`src/rtl/imem_loader_if.sv`:
```
// Byte stream into the loader and the word-write bus toward the instruction memory.
// Handshake: a byte transfers on a rising edge where byte_valid and byte_ready are both 1; the sender holds byte_in stable while byte_valid=1 and ready=0.
interface imem_loader_if #(
  parameter int ADDR_W = 9,
  parameter int DATA_W = 32
);
  logic [7:0]        byte_in;
  logic              byte_valid;
  logic              byte_ready;
  logic              mem_we;
  logic [ADDR_W-1:0] mem_addr;
  logic [DATA_W-1:0] mem_wdata;

  modport master (
    input  byte_in, byte_valid,
    output byte_ready, mem_we, mem_addr, mem_wdata
  );

  modport slave (
    output byte_in, byte_valid,
    input  byte_ready, mem_we, mem_addr, mem_wdata
  );
endinterface

```
`src/rtl/imem_loader.sv`:
```
// Packs a little-endian byte stream into 32-bit words and writes them to imem
// addresses 0..len-1, then raises run_en to let the controller fetch.
module imem_loader #(
  parameter int ADDR_W = 9,
  parameter int DATA_W = 32
) (
  input  logic              clk,
  input  logic              rst_n,
  input  logic              start,
  input  logic [ADDR_W:0]   load_len,
  input  logic              abort,
  imem_loader_if.master     bus,
  output logic              busy,
  output logic              done,
  output logic              run_en,
  output logic [1:0]        dbg_state
);

  typedef enum logic [1:0] {
    IDLE    = 2'd0,
    COLLECT = 2'd1,
    WRITE   = 2'd2,
    DONE    = 2'd3
  } state_t;

  state_t            state_q, state_d;
  logic [ADDR_W:0]   len_q, len_d;
  // One bit wider than the address so a full 2**ADDR_W load ends before wrapping.
  logic [ADDR_W:0]   idx_q, idx_d;
  logic [1:0]        byte_cnt_q, byte_cnt_d;
  logic [DATA_W-1:0] word_q, word_d;

  always_ff @(posedge clk or negedge rst_n) begin
    if (!rst_n) begin
      state_q    <= IDLE;
      len_q      <= '0;
      idx_q      <= '0;
      byte_cnt_q <= '0;
      word_q     <= '0;
    end else begin
      state_q    <= state_d;
      len_q      <= len_d;
      idx_q      <= idx_d;
      byte_cnt_q <= byte_cnt_d;
      word_q     <= word_d;
    end
  end

  always_comb begin
    state_d    = state_q;
    len_d      = len_q;
    idx_d      = idx_q;
    byte_cnt_d = byte_cnt_q;
    word_d     = word_q;

    if (abort) begin
      state_d    = IDLE;
      byte_cnt_d = '0;
    end else begin
      unique case (state_q)
        IDLE, DONE: begin
          if (start) begin
            if (load_len == '0) begin
              state_d = DONE;
            end else begin
              state_d    = COLLECT;
              len_d      = load_len;
              idx_d      = '0;
              byte_cnt_d = '0;
            end
          end
        end
        COLLECT: begin
          if (bus.byte_valid) begin
            unique case (byte_cnt_q)
              2'd0: word_d[7:0]   = bus.byte_in;
              2'd1: word_d[15:8]  = bus.byte_in;
              2'd2: word_d[23:16] = bus.byte_in;
              2'd3: word_d[31:24] = bus.byte_in;
            endcase
            byte_cnt_d = byte_cnt_q + 2'd1;
            if (byte_cnt_q == 2'd3) state_d = WRITE;
          end
        end
        WRITE: begin
          if (idx_q == len_q - {{ADDR_W{1'b0}}, 1'b1}) begin
            state_d = DONE;
          end else begin
            idx_d   = idx_q + {{ADDR_W{1'b0}}, 1'b1};
            state_d = COLLECT;
          end
        end
        default: state_d = IDLE;
      endcase
    end
  end

  // Outputs decode straight from registered state, so reset zeroes them without a clock.
  assign bus.byte_ready = (state_q == COLLECT);
  assign bus.mem_we     = (state_q == WRITE);
  assign bus.mem_addr   = idx_q[ADDR_W-1:0];
  assign bus.mem_wdata  = word_q;
  assign busy           = (state_q == COLLECT) || (state_q == WRITE);
  assign done           = (state_q == DONE);
  assign run_en         = done;
  assign dbg_state      = state_q;

endmodule

```
`src/flat_wrapper.sv`:
```
// flat-port wrapper written by rule: the top's interface ports become plain ports
module imem_loader_flat 
#(
  parameter int ADDR_W = 9,
  parameter int DATA_W = 32
)
  (clk, rst_n, start, load_len, abort, busy, done, run_en, dbg_state, bus_byte_in, bus_byte_valid, bus_byte_ready, bus_mem_we, bus_mem_addr, bus_mem_wdata);
  imem_loader_if #(.ADDR_W(ADDR_W), .DATA_W(DATA_W)) bus_i ();
  input  logic clk;
  input  logic rst_n;
  input  logic start;
  input  logic [ADDR_W:0] load_len;
  input  logic abort;
  output logic busy;
  output logic done;
  output logic run_en;
  output logic [1:0] dbg_state;
  input wire logic [$bits(bus_i.byte_in)-1:0] bus_byte_in;
  input wire logic [$bits(bus_i.byte_valid)-1:0] bus_byte_valid;
  output wire logic [$bits(bus_i.byte_ready)-1:0] bus_byte_ready;
  output wire logic [$bits(bus_i.mem_we)-1:0] bus_mem_we;
  output wire logic [$bits(bus_i.mem_addr)-1:0] bus_mem_addr;
  output wire logic [$bits(bus_i.mem_wdata)-1:0] bus_mem_wdata;
  assign bus_i.byte_in = bus_byte_in;
  assign bus_i.byte_valid = bus_byte_valid;
  assign bus_byte_ready = bus_i.byte_ready;
  assign bus_mem_we = bus_i.mem_we;
  assign bus_mem_addr = bus_i.mem_addr;
  assign bus_mem_wdata = bus_i.mem_wdata;
  imem_loader #(.ADDR_W(ADDR_W), .DATA_W(DATA_W)) u_core (.clk(clk), .rst_n(rst_n), .start(start), .load_len(load_len), .abort(abort), .bus(bus_i), .busy(busy), .done(done), .run_en(run_en), .dbg_state(dbg_state));
endmodule
```
`config.mk`:
```
export PLATFORM = sky130hd
export DESIGN_NAME = imem_loader_flat
export DESIGN_NICKNAME = d
export VERILOG_FILES = /design/src/rtl/imem_loader_if.sv /design/src/rtl/imem_loader.sv /design/src/flat_wrapper.sv
export SDC_FILE = /design/constraint.sdc
export NUM_CORES = 1
export LEC_CHECK = 0
export ABC_AREA = 1
export CORE_MARGIN = 2
export CORE_UTILIZATION = 50
export DETAILED_ROUTE_END_ITERATION = 16
export HOLD_SLACK_MARGIN = 0.12
export PLACE_DENSITY_LB_ADDON = 0.05
export SKIP_LAST_GASP = 1
export SLEW_MARGIN = 10
export SYNTH_ARGS = -nofsm -noshare
export SYNTH_HDL_FRONTEND = slang
export SYNTH_SLANG_ARGS = --single-unit
```
`constraint.sdc`:
```
create_clock -name clk -period 2 [get_ports clk]
set_clock_uncertainty 0.05 [all_clocks]
set_input_delay 0.5 -clock clk [delete_from_list [all_inputs] [get_ports clk]]
set_output_delay 0.5 -clock clk [all_outputs]
set_load 0.02 [all_outputs]
```
==> results of run 1 <==
## cell type report
class                   instances  area [sq um]  share of cell area, %
inverters                      40         166.4                  4.006
repair buffers                 97         909.6                  21.90
clock buffers                   5         68.82                  1.657
clock inverters                 2         60.06                  1.446
multi-input cells             265          1449                  34.88
flip-flops and latches         56          1406                  33.86
well taps                      75         93.84                  2.259
## through the flow
| stage | area (sq um) | std cells | TNS, ps |
|---|---|---|---|
| after CTS | 4124 | 540 | 0 |
| after floorplan | 3147 | 383 | 0 |
| final | 4154 | 540 | 0 |
| after global placement | 3999 | 533 | -338.0 |
| after detailed placement | 3999 | 533 | -828.6 |
| after global routing | 4154 | 540 | 0 |
## routing by layer
layer / vias to the layer above / global-route usage [%] / wire (um)
li1: 1354 / - / -
met1: 1226 / 25.06 / 3014
met2: 53 / 37.32 / 3622
met3: 11 / 6.163 / 385
met4: 0 / 7.452 / 110
met5: - / 0 / 0
## timing repair
item / CTS / global route
resized for setup: 7 / 13
hold buffers: 0 / 0
endpoints found under the setup margin: 7 / 19
## worst max path at each step
stage,startpoint,endpoint,slack (ps)
6_report,u_core.idx_q[4]$_DFFE_PN0P_,bus_mem_addr[4],40
5_1_grt,u_core.idx_q[4]$_DFFE_PN0P_,bus_mem_addr[4],1
4_1_cts,u_core.dbg_state[0]$_DFFE_PN0P_,busy,5
3_5_place_dp,load_len[5],u_core.idx_q[9]$_DFFE_PN0P_,-80
3_3_place_gp,load_len[3],u_core.idx_q[4]$_DFFE_PN0P_,-30
2_1_floorplan,u_core.dbg_state[0]$_DFFE_PN0P_,u_core.len_q[3]$_DFFE_PN0P_,1
## registers in the layout (all words and copies together) (netlist names)
register / cells
u_core.len_q: 10
u_core.bus.mem_wdata: 32
u_core.byte_cnt_q: 2
u_core.idx_q: 10
u_core.dbg_state: 2
## cell families after synthesis
| family | after synthesis | share of synthesized area (%) |
|---|---|---|
| simple gates | 190 | 27.83 |
| flops | 56 | 44.53 |
| xor+xnor | 15 | 4.175 |
| mux | 4 | 1.431 |
| fa+ha+maj | 9 | 3.579 |
| buf+inv | 62 | 10.06 |
| compound gates | 47 | 8.390 |
## cell usage after synthesis, drive strengths merged
master / instances
mux2: 4
ha: 9
nand2: 120
xnor2: 5
nor3: 4
buf: 22
nor2: 40
o21bai: 1
inv: 39
o31ai: 1
dfrtp: 56
nand3: 26
bufinv: 1
o21ai: 43
o22ai: 1
o32ai: 1
xor2: 10
## power breakdown
group / total [mW] / switching (mW) / internal (mW)
combinational: 2.55 / 1.40 / 1.14
sequential: 1.79 / 0.311 / 1.48
clock: 0.851 / 0.358 / 0.493
total: 5.19 / 2.07 / 3.11
==> reports/metrics.yaml, run 1 <==
nFillCells: 503
timing_hold_violations_final: 0
p_leak_nw: 2.009
post-cts-setup-buffers: 0
yosys-top-cells-area: "dfrtp_1, nand2_1, inv_1"
cp-end-kind: "output pin"
cts_tree: "yes"
post-route-min-period_ps: 1962
drc: 0
maxSlewHeadroom_pct: 77.04
layout_common_cells: "nand2_1, clkdlybuf4s50_1, dfrtp_1"
num_rows: 28
cp.buffers_inverters: 1
synth_seq_cells: 56
ctsHtreeMaxLevel: 2
cts_sinks: 56
dieHeight_um: 83.33
timing.final.crit_share_pct: 98.12
post-dp-hpwl_mm: 5.304
clk_pin_slew_ps: 100
drv_slew: 0
antenna_found_initial: 0
worstPathRequired_ps: 1450
grt_first_pass_wirelength_mm: 12.27
drtPass1Iterations: 4
cp_num_cells: 1
rrSetupSlack_ps: 160
r2r_start: "u_core.dbg_state[1]$_DFFE_PN0P_"
rr_endpoint: "u_core.idx_q[8]$_DFFE_PN0P_"
clockRootBuffer: "clkbuf_8"
nNetsFinal: 497
crit_family: "buffers and inverters"
die_area_sq_um: 6944
hold_class: "in -> async"
coreArea_sq_um: 5991
power_mw: 5.185
critPathSlowestCell: "clkdlybuf4s50_1"
startpoint_type: "register"
worst_pin_slew_ps: 343.7
yosysTopAreaCell: "dfrtp_1"
finalWorstSetupSlack_ps: 37.66
pre_cts_ws_ps: -76.58
ant_nets: 0
critPathMaxStageDelay_ps: 630
cts_buffer_depth: 2
irDropWorstVdd_uv: 804.1
rsz0062_at_grt: "no"
wl_per_cell_um: 13.21
gp_congestion: 0.8711
grt_max_degree: 57
first_iter_violations: 68
portBuffers: 70
grt_usage_pct: 21.38
antennaDiodeCount: 0
syn2layout_area_growth_pct: 32.01
layout_commonest_cell: "nand2_1"
layout-drive-gt1-share_pct: 16.56
syn_inst: 383
syn_area_sq_um: 3147
pwr_density_cell_nw_per_um2: 1248
utilization_pct: 69.34
cts_inserted_buffers: 5
synth_top_cell_area_share_pct: 44.53
clk_latency_ps: 310
setup_viol: 0
holdWs_ps: 115.8
critical_path_class: "reg -> out"
fmax_mhz: 509.6
reg2regPathDepth: 9
overflow: 0
synth_nets: 415
ioPinCount: 71
synth.avg_cell_area_sq_um: 8.216
cp_cell_sequence: "clkdlybuf4s50_1"
synth_warnings: 0
die_x_um: 83.33
crit_fanout: 8
start_util_pct: 52.53
crit_arrival_ps: 1410
run_status: "finished, final reports clean"
synth_cell_types: 26
dr_total_vias: 2644
yosysSeqAreaShare_pct: 44.53
cap_violations: 0
vias_per_cell: 4.896
wirelength_mm: 7.132
grt_pass1_vias: 2723
Power figures use the tool's default switching activity.
==> run 2: changes to the inputs <==
--- a/config.mk
+++ b/config.mk
@@ -10,7 +10,7 @@
 export CORE_UTILIZATION = 50
 export DETAILED_ROUTE_END_ITERATION = 16
 export HOLD_SLACK_MARGIN = 0.12
-export PLACE_DENSITY_LB_ADDON = 0.05
+export PLACE_DENSITY = 0.9
 export SKIP_LAST_GASP = 1
 export SLEW_MARGIN = 10
 export SYNTH_ARGS = -nofsm -noshare
==> run 2 against run 1 <==
Against the previous run:
- sequential share of layout area is 0.27 points higher
- sequential power hardly changed
- largest power group unchanged
- clock power is 20% lower
- highest routed layer unchanged
- via count is 1.8% higher
- maximum frequency is 1.6% higher
- final cell count is 0.74% lower
- global-route usage is 1.3 points higher
- total power is 2.2% lower
==> reports/metrics.yaml, run 2 (synthesis gave the netlist of run 1 again) <==
run_status: "finished, final reports clean"  # unchanged
post-cts-setup-buffers: 0  # unchanged
drv_slew: 0  # unchanged
layout_commonest_cell: "nand2_1"  # unchanged
dp.cells: 527  # was 533
worstPathRequired_ps: 1450  # about the same
syn2layout_area_growth_pct: 30.85  # was 32.01%
hold_class: "reg -> reg"  # was in -> async
cts_inserted_buffers: 5  # unchanged
clk_latency_ps: 330  # was 310 ps
dpl_cell_area_sq_um: 3979  # was 3999 sq um
dr_total_vias: 2691  # was 2644
largest_reg_flops: 32  # unchanged
clockRootBuffer: "clkbuf_8"  # unchanged
setup_viol: 0  # unchanged
overflow: 0  # unchanged
startpoint_type: "register"  # unchanged
die_x_um: 83.33  # unchanged
pwr_density_cell_nw_per_um2: 1232  # was 1248 nW/um^2
maxSlewHeadroom_pct: 75.20  # was 77.04%
clk_pin_slew_ps: 120  # was 100 ps
antennaDiodeCount: 0  # unchanged
worst_pin_slew_ps: 372.0  # was 343.7 ps
cap_violations: 0  # unchanged
seqCellArea_sq_um: 1405  # was 1406 sq um
ioPinCount: 71  # unchanged
irDropWorstVdd_uv: 777.1  # was 804.1 uV
fin_cells: 536  # was 540
power_mw: 5.071  # was 5.185 mW
coreArea_sq_um: 5991  # unchanged
grt_max_degree: 57  # unchanged
gp_congestion: 0.9029  # was 0.8711
grt_usage_pct: 22.64  # was 21.38%
nNetsFinal: 492  # was 497
post-route-min-period_ps: 1931  # was 1962 ps
wl_per_cell_um: 13.79  # was 13.21 um
ctsHtreeMaxLevel: 2  # unchanged
start_util_pct: 52.53  # unchanged
critPathMaxStageDelay_ps: 620  # was 630 ps
cp_cell_sequence: "clkdlybuf4s50_1"  # unchanged
crit_arrival_ps: 1380  # was 1410 ps
timing_hold_violations_final: 0  # unchanged
nFillCells: 459  # was 503
ant_nets: 0  # unchanged
finalWorstSetupSlack_ps: 68.67  # was 37.66 ps
num_rows: 28  # unchanged
cts_tree: "yes"  # unchanged
crit_fanout: 7  # was 8
grt_pass1_vias: 2736  # was 2723
antenna_found_initial: 0  # unchanged
cts_buffer_depth: 2  # unchanged
critPathSlowestCell: "clkdlybuf4s50_1"  # unchanged
vias_per_cell: 5.021  # was 4.896
stdcell_area_sq_um: 4118  # was 4154 sq um
dieHeight_um: 83.33  # unchanged
grt_first_pass_wirelength_mm: 12.95  # was 12.27 mm
cts_sinks: 56  # unchanged
layout-drive-gt1-share_pct: 15.40  # was 16.56%
cp.buffers_inverters: 1  # unchanged
wirelength_mm: 7.391  # was 7.132 mm
fmax_mhz: 517.8  # was 509.6 MHz
portBuffers: 70  # unchanged
drc: 0  # unchanged
timing.final.crit_share_pct: 96.57  # was 98.12%
first_iter_violations: 177  # was 68
fin_tns_setup_ps: 0  # unchanged
p_leak_nw: 2.041  # was 2.009 nW
critical_path_class: "reg -> out"  # unchanged
die_area_sq_um: 6944  # unchanged
multi_input_area_sq_um: 1449  # unchanged
layout_common_cells: "nand2_1, clkdlybuf4s50_1, dfrtp_1"  # unchanged
drtPass1Iterations: 4  # unchanged
cp-end-kind: "output pin"  # unchanged
pre_cts_ws_ps: -156.9  # was -76.58 ps
crit_family: "buffers and inverters"  # unchanged
post-dp-hpwl_mm: 5.477  # was 5.304 mm
run 2: timing repair:
action	4_1_cts	5_1_grt
endpoints found under the setup margin	8	20
hold buffers	1	0
hold endpoints to repair	7	0
gates resized for setup	8	15
run 2: worst paths after layout:
check	cells past startpoint	start	to	slack (ps)
worst max-delay path	1	u_core.idx_q[2]$_DFFE_PN0P_	bus_mem_addr[2]	70
worst min-delay path	2	u_core.bus.mem_wdata[31]$_DFFE_PN0P_	u_core.bus.mem_wdata[31]$_DFFE_PN0P_	450
worst max register to register	12	u_core.len_q[0]$_DFFE_PN0P_	u_core.idx_q[0]$_DFFE_PN0P_	120
worst min register to register	2	u_core.bus.mem_wdata[31]$_DFFE_PN0P_	u_core.bus.mem_wdata[31]$_DFFE_PN0P_	450
max in group asynchronous	3	rst_n	u_core.idx_q[4]$_DFFE_PN0P_	990
min in group asynchronous	3	rst_n	u_core.len_q[3]$_DFFE_PN0P_	630
run 2: power by group:
group          switching [mW]  total (mW)  internal (mW)  leakage [nW]
Clock                   0.420       0.685          0.266        0.0511
Sequential              0.324        1.80           1.48         0.737
Combinational            1.45        2.59           1.14          1.25
run 2: stage by stage:
stage	utilization (%)	hold slack, ps
6_report	68.73	447.7
4_1_cts	68.13	454.4
3_3_place_gp	66.42	419.3
2_1_floorplan	-	154.4
5_1_grt	68.73	479.5
3_5_place_dp	66.42	425.5
run 2: area by class of cell:
type                       instances  area share [%]
inverter                          40           4.041
tap                               75           2.279
multi-input combinational        265           35.19
clock buffer                       5           1.671
clock inverter                     3          0.6989
timing repair buffer              92           22.00
sequential                        56           34.12
run 2: worst reg2reg max path: cells and delay by family, from the launching register on:
| kind | cells | cell delay, ps |
|---|---|---|
| and+or+nand+nor | 9 | 790 |
| DFF | 1 | 450 |
| buffers and inverters | 2 | 320 |
| adders and majority gates | 1 | 160 |
run 2: routing by layer:
| layer | track usage (%) | vias up | wire length [um] |
|---|---|---|---|
| li1 | - | 1333 | - |
| met1 | 27.80 | 1280 | 3084 |
| met2 | 39.81 | 70 | 3788 |
| met3 | 5.467 | 8 | 452 |
| met4 | 5.961 | 0 | 66 |
| met5 | 0 | - | 0 |
==> run 3: changes to the inputs <==
--- a/config.mk
+++ b/config.mk
@@ -11,7 +11,6 @@
 export DETAILED_ROUTE_END_ITERATION = 16
 export HOLD_SLACK_MARGIN = 0.12
 export PLACE_DENSITY = 0.9
-export SKIP_LAST_GASP = 1
 export SLEW_MARGIN = 10
 export SYNTH_ARGS = -nofsm -noshare
 export SYNTH_HDL_FRONTEND = slang
==> results of run 3 <==
Final layout, timing and power as in run 2 (identical DEF).
